[src/rtl/bit_mem_pkg.sv]
// Shared op codes and FSM state encoding for the bit-memory controller.
package bit_mem_pkg;

  typedef enum logic [2:0] {
    OP_MOVC = 3'd0,
    OP_SETB = 3'd1,
    OP_CLR  = 3'd2,
    OP_CPL  = 3'd3,
    OP_MOVB = 3'd4,
    OP_ANL  = 3'd5,
    OP_ORL  = 3'd6,
    OP_ANLN = 3'd7
  } op_e;

  typedef enum logic [2:0] {
    ST_IDLE = 3'd0,
    ST_RD   = 3'd1,
    ST_EVAL = 3'd2,
    ST_WR   = 3'd3,
    ST_DONE = 3'd4
  } state_e;

  // Ops whose result does not depend on the stored bit go straight to WR.
  function automatic logic op_is_write_only(input logic [2:0] op);
    return (op == OP_SETB) || (op == OP_CLR) || (op == OP_MOVB);
  endfunction

endpackage

[src/rtl/bit_op_alu.sv]
// Combinational write-bit and carry-result computation for one bit op.
module bit_op_alu
  import bit_mem_pkg::*;
(
  input  logic [2:0] op,
  input  logic       cin,
  input  logic       rbit,
  output logic       wbit,
  output logic       cout
);

  always_comb begin
    wbit = 1'b0;
    cout = 1'b0;
    case (op)
      OP_MOVC: cout = rbit;
      OP_SETB: begin wbit = 1'b1;  cout = 1'b1;  end
      OP_CLR:  begin wbit = 1'b0;  cout = 1'b0;  end
      OP_CPL:  begin wbit = ~rbit; cout = ~rbit; end
      OP_MOVB: begin wbit = cin;   cout = cin;   end
      OP_ANL:  cout = cin & rbit;
      OP_ORL:  cout = cin | rbit;
      OP_ANLN: cout = cin & ~rbit;
      default: cout = 1'b0;
    endcase
  end

endmodule

[src/rtl/bit_mem_ctrl.sv]
// Sequencer for single-bit read/modify/write operations on a 1-bit-wide memory.
//   state | meaning
//   IDLE  | waiting for req; operands latched on acceptance
//   RD    | read strobe on the memory
//   EVAL  | registered read data captured into rbit
//   WR    | write strobe with the computed bit
//   DONE  | done pulse, cout updated
module bit_mem_ctrl
  import bit_mem_pkg::*;
#(
  parameter int ADDRWIDTH = 3
) (
  input  logic                 clk,
  input  logic                 rst,
  input  logic                 req,
  input  logic [2:0]           op,
  input  logic [ADDRWIDTH-1:0] addr,
  input  logic                 cin,
  output logic                 busy,
  output logic                 done,
  output logic                 cout,
  output logic                 mem_cs_n,
  output logic                 mem_rw,
  output logic [ADDRWIDTH-1:0] mem_addr,
  output logic                 mem_din,
  input  logic                 mem_dout
);

  state_e               state;
  logic [2:0]           op_q;
  logic [ADDRWIDTH-1:0] addr_q;
  logic                 cin_q;
  logic                 rbit;

  logic [2:0] alu_op;
  logic       alu_cin;
  logic       alu_rbit;
  logic       alu_wbit;
  logic       alu_cout;

  // Outputs are registered on entry to each state, so the ALU sees the live
  // request in IDLE and the live read data in EVAL; mem_dout is used nowhere else.
  assign alu_op   = (state == ST_IDLE) ? op  : op_q;
  assign alu_cin  = (state == ST_IDLE) ? cin : cin_q;
  assign alu_rbit = (state == ST_EVAL) ? mem_dout : rbit;
  assign mem_addr = addr_q;

  bit_op_alu u_alu (
    .op   (alu_op),
    .cin  (alu_cin),
    .rbit (alu_rbit),
    .wbit (alu_wbit),
    .cout (alu_cout)
  );

  always_ff @(posedge clk or posedge rst) begin
    if (rst) begin
      state    <= ST_IDLE;
      busy     <= 1'b0;
      done     <= 1'b0;
      cout     <= 1'b0;
      mem_cs_n <= 1'b1;
      mem_rw   <= 1'b1;
      mem_din  <= 1'b0;
      rbit     <= 1'b0;
      op_q     <= OP_MOVC;
      addr_q   <= '0;
      cin_q    <= 1'b0;
    end else begin
      case (state)
        ST_IDLE: begin
          done <= 1'b0;
          if (req) begin
            op_q   <= op;
            addr_q <= addr;
            cin_q  <= cin;
            busy   <= 1'b1;
            if (op_is_write_only(op)) begin
              state    <= ST_WR;
              mem_cs_n <= 1'b0;
              mem_rw   <= 1'b0;
              mem_din  <= alu_wbit;
            end else begin
              state    <= ST_RD;
              mem_cs_n <= 1'b0;
              mem_rw   <= 1'b1;
            end
          end
        end
        ST_RD: begin
          state    <= ST_EVAL;
          mem_cs_n <= 1'b1;
          mem_rw   <= 1'b1;
        end
        ST_EVAL: begin
          rbit <= mem_dout;
          if (op_q == OP_CPL) begin
            state    <= ST_WR;
            mem_cs_n <= 1'b0;
            mem_rw   <= 1'b0;
            mem_din  <= alu_wbit;
          end else begin
            state <= ST_DONE;
            done  <= 1'b1;
            cout  <= alu_cout;
          end
        end
        ST_WR: begin
          state    <= ST_DONE;
          mem_cs_n <= 1'b1;
          mem_rw   <= 1'b1;
          done     <= 1'b1;
          cout     <= alu_cout;
        end
        ST_DONE: begin
          state <= ST_IDLE;
          done  <= 1'b0;
          busy  <= 1'b0;
        end
        default: begin
          state    <= ST_IDLE;
          busy     <= 1'b0;
          done     <= 1'b0;
          mem_cs_n <= 1'b1;
          mem_rw   <= 1'b1;
        end
      endcase
    end
  end

endmodule

[config.mk]
export PLATFORM = sky130hd
export DESIGN_NAME = bit_mem_ctrl
export DESIGN_NICKNAME = d
export VERILOG_FILES = /design/src/rtl/bit_mem_pkg.sv /design/src/rtl/bit_op_alu.sv /design/src/rtl/bit_mem_ctrl.sv
export SDC_FILE = /design/constraint.sdc
export NUM_CORES = 1
export LEC_CHECK = 0
export CORE_MARGIN = 2
export CORE_UTILIZATION = 48
export CTS_CLUSTER_DIAMETER = 60
export CTS_CLUSTER_SIZE = 20
export DETAILED_ROUTE_END_ITERATION = 10
export PLACE_DENSITY = 0.76
export SLEW_MARGIN = 20
export SYNTH_ARGS = -nofsm -noshare
export SYNTH_HDL_FRONTEND = slang
export SYNTH_SLANG_ARGS = --single-unit
[constraint.sdc]
create_clock -name clk -period 2.05 [get_ports clk]
set_input_delay 0.205 -clock clk [delete_from_list [all_inputs] [get_ports clk]]
set_output_delay 0.205 -clock clk [all_outputs]
set_load 0.005 [all_outputs]
==> results by group, run 1 <==
Critical path
  – CP max-delay cell: dfrtp_1
  – Critical Path RT: 2.26 ns
  – CP endpoint kind: flop
  – Slowest stage delay, CP: 0.51 ns
  – Delay-heaviest family, CP: simple AND/OR/NAND/NOR gates
  – Crit Path Max Fanout: 9
  – Setup Crit Path Kind: flop to flop
  – Worst Path Arrival: 2.14 ns
  – CP Buf/Inv Count: 0
  – Most used cell, CP: a31oi_1
  – Critical Path Source Type: flop
  – Critical path, cell by cell: nor3_4, mux2_2, nor4_1, a31oi_1, a31oi_1

GRT
  – Initial antenna violation count: 0
  – First-pass GRT wire length: 2820 µm
  – Largest net degree at the start of global routing: 18
  – GRT Util Overall: 19.2%
  – Vias in the first global route: 632
  – GRT overflow: 0

Power
  – Comb pwr share: 52.0%
  – Sw Share: 37.6%
  – LEAKAGE: 0.469 nW
  – Sw power: 0.666 mW
  – Maximum vdd drop: 0.000769 V
  – Cell Pwr Density: 1580 nW/µm²
  – Clock power share: 10.1%
  – Sequential power share: 37.9%
  – Pint: 1.11 mW

Timing
  – Achievable clock frequency: 520 MHz
  – Clock Skew: 0.00296 ns
  – Final Hold Viols: 0
  – Setup TNS: 0 ns
  – # setup viols final: 0
  – Final Max Tran Viols: 0
  – Final worst setup slack: 0.126 ns
  – Actual slew at the worst max-slew pin: 0.639 ns
  – Slew HR: 57.4%
  – Min Tclk post-route: 1.92 ns
  – RSZ-0062 raised after global routing: false
  – Final Cycle Share: 93.9%

Logic synthesis
  – #FFs+latches synth: 17
  – Gate Count Post-Synth: 80
  – Syn Area/Cell: 11.0 µm²
  – Yosys top cell area share: 42.8%
  – Seq/Total Area, Yosys: 48.8%
  – Yosys Warn Count: 0
  – Top cell type by total area after synthesis: dfrtp_1
  – Net Count, Synth: 91
  – Ranking of synthesized cells by area: dfrtp_1 43%, mux2_2 12%, dfstp_2 6.0%
  – Post-synth cell types: 30
  – Mapped Area: 877 µm²

Route
  – Post-DRT Antenna Nets: 0
  – Drt pass-1 iters: 4
  – WL/cell: 14.0 µm
  – Vias: 715
  – Routed vias/inst: 5.63
  – First DRT Iteration DRCs: 18
  – Residual DRC: 0
  – Detailed Route WL: 1780 µm

Floorplanning
  – Die area: 2190 µm²
  – Die Span X: 46.7 µm
  – Ports: 20
  – # rows: 15
  – Initial Util: 50.8%
  – Std-Cell Core Area: 1730 µm²
  – Die height: 46.7 µm

Finish
  – Diodes inserted: 0
  – Layout cells sized above 1: 19.6%
  – Layout area overhead: 27.7%
  – Commonest non-fill, non-tap cell in the layout: clkdlybuf4s50_1
  – Fin nets: 114
  – Most frequent cells in the layout: 19 x clkdlybuf4s50_1, 15 x dfrtp_1, 14 x nor2_1

Place
  – RePlAce Congestion: 0.859
  – Placement Setup Slack: 0.147 ns
  – DP HPWL: 1280 µm
  – Buffers on Ports: 19

Clock network
  – Clock tree sinks: 17
  – Hold_buf cts: 0
  – Max Root-Sink Buffers: 2
  – Root Buffer: clkbuf_4
  – Clk_lat worst skew: 0.29 ns
  – Clk slew on worst S/H paths: 0.10 ns
  – CTS buffer count: 3
  – TritonCTS clock tree: yes
  – CTS H-tree depth: 1

Flow run
  – Max_cap viols: 0

Min path
  – Min-delay worst type: input pin to async pin

Status
  – Status: finished clean
layer usage:
layer  GRT usage [%]  up-vias  share of wire (%)
met2            28.1       27                 45
met5               0        -                  0
li1                -      331                  -
met4            13.9        0                4.9
met3            5.00        8                5.1
met1            24.6      349                 45
power by group through the flow:
stage	sequential [mW]	clock, mW	combinational (mW)
floorplan	0.615	0	0.667
global placement	0.664	0	0.877
detailed placement	0.672	0	0.906
CTS	0.666	0.187	0.914
global route	0.698	0.202	1.01
finish	0.672	0.178	0.921
stage by stage:
step / std cells / hold WS (ns) / area (µm²) / power [mW] / util [%]
finish: 127 / 0.287 / 1120 / 1.77 / 64.9
floorplan: 80 / 0.130 / 877 / 1.28 / -
detailed placement: 123 / 0.494 / 1090 / 1.58 / 63.1
CTS: 127 / 0.308 / 1120 / 1.77 / 64.6
global route: 127 / 0.346 / 1120 / 1.91 / 64.9
global placement: 123 / 0.482 / 1090 / 1.54 / 63.1
flip-flops by register name, summed over array words and instances, names as in the netlist:
register	cells
mem_rw	1
mem_din	1
rbit	1
state	3
mem_addr	3
done	1
op_q	3
mem_cs_n	1
busy	1
cin_q	1
cout	1
worst reg2reg max path, stage by stage, from the launching register on:
cell	delay, ns
dfrtp_1	0.51
nor3_4	0.42
mux2_2	0.43
nor4_1	0.26
a31oi_1	0.07
a31oi_1	0.16
worst paths after layout:
path | startpoint | to | slack (ns) | depth (start not counted)
min in group clk | busy | busy | 0.50 | 2
worst min register to register | busy | busy | 0.50 | 2
worst min-delay path | rst | mem_addr[2] | 0.29 | 2
max in group asynchronous | rst | done | 1.35 | 2
worst max-delay path | state[0] | mem_din | 0.13 | 5
worst max register to register | state[0] | mem_din | 0.13 | 5
final cells by class:
cell class,instances,area (µm²)
fillers,156,607
flip-flops and latches,17,428
multi-input cells,58,425
repair buffers,20,198
well taps,25,31.3
clock buffers,4,26.3
inverters,3,11.3
logic make-up (layout without fill, tap and decap cells):
logic type	Yosys count	in the layout	share of synthesized area, %
flops	17	17	48.8
buf+inv	5	27	3.14
xor+xnor	1	1	0.999
mux	13	13	16.1
simple gates	27	27	16.3
compound gates	17	17	14.7
cell usage after synthesis:
cell       instances
nand4b_1           1
or2_2              1
nor3_4             1
a221oi_2           1
inv_1              3
nor2_1            14
o311a_1            1
dfstp_2            2
mux2_2             9
buf_6              1
o22a_1             1
nand3_1            1
o221a_2            1
o21a_1             3
a21oi_1            3
nand2_1            2
and3_1             1
nor2b_1            1
a21o_1             2
nor3b_1            1
o21ai_0            2
o2bb2ai_1          1
buf_2              1
a31oi_1            2
nand3b_1           1
dfrtp_1           15
nor4_1             1
xor2_1             1
nand2b_1           2
mux2i_1            4
what timing repair did:
action | CTS | global route
resized for setup | 0 | 1
setup buffers | 0 | 0
endpoints found under the setup margin | 0 | 1
Note: power is estimated with default switching activity, not from simulation.
==> run 2, diff against run 1 <==
==> constraint.sdc (replaced) <==
create_clock -name clk -period 2.2 [get_ports clk]
set_input_delay 0.22 -clock clk [delete_from_list [all_inputs] [get_ports clk]]
set_output_delay 0.22 -clock clk [all_outputs]
set_load 0.005 [all_outputs]
==> run 2 against run 1 <==
  * Final area down 0.33%
  * Sequential power down 7.4%
  * Routed wire length down 3.9%
  * Cell count unchanged
  * Global-route usage down 0.97 points
  * Total power down 8.0%
  * Critical path type unchanged
  * Critical endpoint unchanged
  * Largest cell class unchanged
  * Highest routed layer unchanged
==> results by group, run 2 (synthesis results as in run 1) <==
Finish
  – Layout area overhead: 27.2%
  – Reg area: 428 µm² (unchanged)
  – Most frequent cells in the layout: 19 x clkdlybuf4s50_1, 15 x dfrtp_1, 14 x nor2_1
  – Layout cells sized above 1: 18.6% (-0.98 points)
  – Design Area, Final: 1120 µm² (-0.33%)
  – # fillers: 152 (-2.6%)
  – Multi-input logic area: 422 µm² (-0.88%)
  – Commonest non-fill, non-tap cell in the layout: clkdlybuf4s50_1
  – Fin nets: 114 (unchanged)
  – Diodes inserted: 0 (unchanged)

Route
  – Drt pass-1 iters: 4 (unchanged)
  – Residual DRC: 0 (unchanged)
  – Detailed Route WL: 1710 µm (-3.9%)
  – Post-DRT Antenna Nets: 0 (unchanged)
  – Vias: 679 (-5.0%)
  – First DRT Iteration DRCs: 9 (-9)
  – WL/cell: 13.4 µm (-3.9%)
  – Routed vias/inst: 5.35 (-5.0%)

Timing
  – Actual slew at the worst max-slew pin: 0.632 ns (-0.00656 ns)
  – Final Cycle Share: 89.0% (-4.9 points)
  – Clock Skew: 0.00569 ns (+0.00272 ns)
  – Setup TNS: 0 ns (unchanged)
  – RSZ-0062 raised after global routing: false
  – # setup viols final: 0 (unchanged)
  – Final Max Tran Viols: 0 (unchanged)
  – Final Hold Viols: 0 (unchanged)
  – Min Tclk post-route: 1.96 ns (+0.0332 ns)
  – Achievable clock frequency: 511 MHz (-1.7%)
  – Slew HR: 57.8% (+0.44 points)

Clock network
  – CTS buffer count: 3 (unchanged)
  – Cts repair resizes: 0 (unchanged)
  – Max Root-Sink Buffers: 2 (unchanged)
  – Clock tree sinks: 17 (unchanged)
  – Clk slew on worst S/H paths: 0.10 ns (about the same)
  – Clk_lat worst skew: 0.28 ns (about the same)
  – TritonCTS clock tree: yes
  – Post-CTS Setup Repair Bufs: 0 (unchanged)
  – Root Buffer: clkbuf_4
  – CTS H-tree depth: 1 (unchanged)
  – Hold_buf cts: 0 (unchanged)

Floorplanning
  – Std-Cell Core Area: 1730 µm² (unchanged)
  – Die area: 2190 µm² (unchanged)
  – Die Span X: 46.7 µm (unchanged)
  – Initial Util: 50.8% (unchanged)
  – # rows: 15 (unchanged)
  – Die height: 46.7 µm (unchanged)
  – Ports: 20 (unchanged)

GRT
  – GRT Util Overall: 18.2% (-0.97 points)
  – Largest net degree at the start of global routing: 18 (unchanged)
  – Initial antenna violation count: 0 (unchanged)
  – GRT overflow: 0 (unchanged)
  – First-pass GRT wire length: 2800 µm (-0.50%)
  – Vias in the first global route: 622 (-1.6%)

Critical path
  – Critical Path Source Type: flop
  – R2R depth: 5 (unchanged)
  – Worst Path Arrival: 2.16 ns (+0.02 ns)
  – Crit Path Max Fanout: 9 (unchanged)
  – R2R setup slack: 0.24 ns (+0.12 ns)
  – Launch point of the worst path: state[0]
  – Critical Path RT: 2.41 ns (+0.15 ns)
  – CP endpoint kind: flop
  – Worst R2R End: mem_din
  – Worst Setup EP: mem_din
  – Setup Crit Path Kind: flop to flop
  – R2r startpoint: state[0]

Power
  – LEAKAGE: 0.471 nW (+0.27%)
  – Cell Pwr Density: 1460 nW/µm² (-7.7%)
  – Total chip power: 1.63 mW (-8.0%)
  – Maximum vdd drop: 0.000740 V (-3.8%)

Place
  – RePlAce Congestion: 0.861 (+0.23%)
  – Buffers on Ports: 19 (unchanged)
  – Dpl cell area: 1090 µm² (unchanged)
  – DP HPWL: 1280 µm (unchanged)

Status
  – Status: finished clean

Flow run
  – Max_cap viols: 0 (unchanged)

Min path
  – Min-delay worst type: input pin to async pin
-- run 2: cell counts in the layout (fill, tap and decap cells not counted) --
No cell type changed its count.
-- run 2: layout make-up --
cell class | count | share of cell area [%]
repair buffers | 20 | 17.7
flip-flops and latches | 17 | 38.3
multi-input cells | 58 | 37.8
inverters | 3 | 1.01
clock buffers | 4 | 2.35
well taps | 25 | 2.80
-- run 2: worst min path at each step --
stage,endpoint,depth (start not counted),startpoint
after floorplan,busy,1,rst
after global placement,busy,2,busy
after detailed placement,busy,2,busy
after CTS,mem_addr[2],2,rst
after global routing,mem_addr[2],2,rst
final,op_q[2],2,rst
-- run 2: power by group --
part	switching [mW]	total, mW	internal [mW]
combinational	0.366	0.845	0.479
clock	0.0930	0.163	0.0703
sequential	0.148	0.622	0.474
-- run 2: stage by stage --
stage	util [%]	hold slack (ns)	instances	setup WS (ns)
global placement	63.1	0.482	123	0.365
CTS	64.6	0.332	127	0.261
floorplan	-	0.145	80	0.466
finish	64.6	0.307	127	0.242
global route	64.6	0.375	127	0.120
detailed placement	63.1	0.494	123	0.278
-- run 2: worst max-delay path, stage by stage, from the launching register on --
cell and delay (ns):
dfrtp_1 0.51, nor3_4 0.41, mux2_2 0.43, nor4_1 0.30, a31oi_1 0.07, a31oi_1 0.17
-- run 2: layer usage --
layer / global-route usage [%] / wire [µm] / vias to the layer above
met5: 0 / 0 / -
met4: 7.78 / 23 / 0
met3: 3.85 / 80 / 4
met2: 27.8 / 821 / 21
met1: 25.3 / 779 / 322
li1: - / - / 332
==> run 3, diff against run 2 <==
--- a/config.mk
+++ b/config.mk
@@ -11,7 +11,7 @@
 export CTS_CLUSTER_SIZE = 20
 export DETAILED_ROUTE_END_ITERATION = 10
 export PLACE_DENSITY = 0.76
-export SLEW_MARGIN = 20
+export REMOVE_ABC_BUFFERS = 1
 export SYNTH_ARGS = -nofsm -noshare
 export SYNTH_HDL_FRONTEND = slang
 export SYNTH_SLANG_ARGS = --single-unit
==> run 3 against run 2 <==
  * Sequential power about the same
  * Global-route usage decreased by 0.49 points
  * Total power rose by 0.69%
  * First-iteration DRC count increased by 44%
  * Critical path type unchanged
==> results by group, run 3 (synthesis results as in run 1) <==
Clock network
  – Max Root-Sink Buffers: 2 (unchanged)
  – Post-CTS Setup Repair Bufs: 0 (unchanged)
  – Root Buffer: clkbuf_4
  – CTS H-tree depth: 1 (unchanged)
  – Clk slew on worst S/H paths: 0.09 ns (about the same)
  – TritonCTS clock tree: yes
  – Clock tree sinks: 17 (unchanged)
  – Hold_buf cts: 0 (unchanged)
  – CTS buffer count: 3 (unchanged)
  – Cts repair resizes: 0 (unchanged)
  – Clk_lat worst skew: 0.29 ns (about the same)

Finish
  – Final core utilization: 64.6% (unchanged)
  – Fin cells: 127 (unchanged)
  – Commonest non-fill, non-tap cell in the layout: clkdlybuf4s50_1
  – Layout area overhead: 27.2% (unchanged)
  – Fin nets: 114 (unchanged)
  – Layout cells sized above 1: 18.6% (unchanged)
  – Diodes inserted: 0 (unchanged)
  – Most frequent cells in the layout: 19 x clkdlybuf4s50_1, 15 x dfrtp_1, 14 x nor2_1

Timing
  – Slew HR: 57.5% (-0.29 points)
  – Achievable clock frequency: 512 MHz (+0.23%)
  – Clock Skew: 0.00287 ns (-0.00282 ns)
  – # setup viols final: 0 (unchanged)
  – Final Cycle Share: 88.8% (-0.20 points)
  – RSZ-0062 raised after global routing: false
  – Final Max Tran Viols: 0 (unchanged)
  – Actual slew at the worst max-slew pin: 0.637 ns (+0.00430 ns)
  – Min Tclk post-route: 1.95 ns (-0.00450 ns)
  – Setup TNS: 0 ns (unchanged)
  – Final Hold Viols: 0 (unchanged)

GRT
  – GRT overflow: 0 (unchanged)
  – Largest net degree at the start of global routing: 18 (unchanged)
  – First-pass GRT wire length: 2680 µm (-4.2%)
  – Initial antenna violation count: 0 (unchanged)
  – Vias in the first global route: 589 (-5.3%)
  – GRT Util Overall: 17.7% (-0.49 points)

Critical path
  – Critical path, cell by cell: nor3_4, mux2i_1, o311a_1, a221oi_2, a21oi_1
  – Setup Crit Path Kind: flop to flop
  – R2R depth: 5 (unchanged)
  – Worst Path Arrival: 2.14 ns (-0.02 ns)
  – Critical Path Source Type: flop
  – Slowest stage delay, CP: 0.50 ns (about the same)
  – CP max-delay cell: dfrtp_1
  – CP endpoint kind: flop
  – Critical Path RT: 2.38 ns (-0.03 ns)
  – Crit Path Max Fanout: 9 (unchanged)

Status
  – Status: finished clean

Power
  – Cell Pwr Density: 1470 nW/µm² (+0.69%)
  – LEAKAGE: 0.471 nW (unchanged)
  – Total chip power: 1.64 mW (+0.69%)
  – Maximum vdd drop: 0.000695 V (-6.0%)

Route
  – WL/cell: 13.6 µm (+1.2%)
  – Post-DRT Antenna Nets: 0 (unchanged)
  – Drt pass-1 iters: 4 (unchanged)
  – Detailed Route WL: 1730 µm (+1.2%)
  – Routed vias/inst: 5.38 (+0.59%)
  – First DRT Iteration DRCs: 13 (+4)
  – Residual DRC: 0 (unchanged)
  – Vias: 683 (+0.59%)

Place
  – RePlAce Congestion: 0.816 (-5.3%)
  – Buffers on Ports: 19 (unchanged)
  – DP HPWL: 1330 µm (+3.7%)
  – Post-placement cell count: 123 (unchanged)

Floorplanning
  – # rows: 15 (unchanged)
  – Die Span X: 46.7 µm (unchanged)
  – Die area: 2190 µm² (unchanged)
  – Ports: 20 (unchanged)
  – Die height: 46.7 µm (unchanged)
  – Initial Util: 50.8% (unchanged)
  – Std-Cell Core Area: 1730 µm² (unchanged)

Flow run
  – Max_cap viols: 0 (unchanged)

Min path
  – Min-delay worst type: input pin to async pin
## run 3: per-layer routing
layer | vias to the layer above | part of all wire (%) | GRT usage (%) | wire length (µm)
met5 | - | 0 | 0 | 0
met4 | 0 | 2.0 | 6.67 | 34
met3 | 6 | 4.8 | 5.77 | 83
met2 | 24 | 45 | 25.3 | 779
met1 | 322 | 48 | 25.2 | 827
li1 | 331 | - | - | -
## run 3: worst paths after layout
kind                           from      end  slack [ns]
max reg2reg                state[0]     cout        0.25
max                        state[0]     cout        0.25
min reg2reg                  mem_rw   mem_rw        0.50
min                             rst     busy        0.30
max in group asynchronous       rst  op_q[1]        1.49
min in group clk             mem_rw   mem_rw        0.50
## run 3: report_power, final
group	internal [mW]	switching, mW	total [mW]
Sequential	0.474	0.148	0.622
Clock	0.0706	0.0953	0.166
Combinational	0.479	0.374	0.853
## run 3: critical path, delay by kind of cell, from the launching register on
family | cells | cell delay (ns)
AOI/OAI and AO/OA | 3 | 0.70
DFF | 1 | 0.50
and+or+nand+nor | 1 | 0.40
muxes | 1 | 0.24
## run 3: final cells by class
type / instances / area, µm²
Tap cell: 25 / 31.3
Sequential cell: 17 / 428
Inverter: 3 / 11.3
Multi-Input combinational cell: 58 / 422
Clock buffer: 4 / 26.3
Timing Repair Buffer: 20 / 198
Fill cell: 154 / 611
## run 3: through the flow
stage          setup slack [ns]  area, µm²  hold slack [ns]
6_report                  0.247       1120            0.301
5_1_grt                  0.0941       1120            0.363
4_1_cts                   0.269       1120            0.335
3_5_place_dp              0.286       1090            0.491
3_3_place_gp              0.380       1090            0.483
2_1_floorplan             0.469        861            0.145
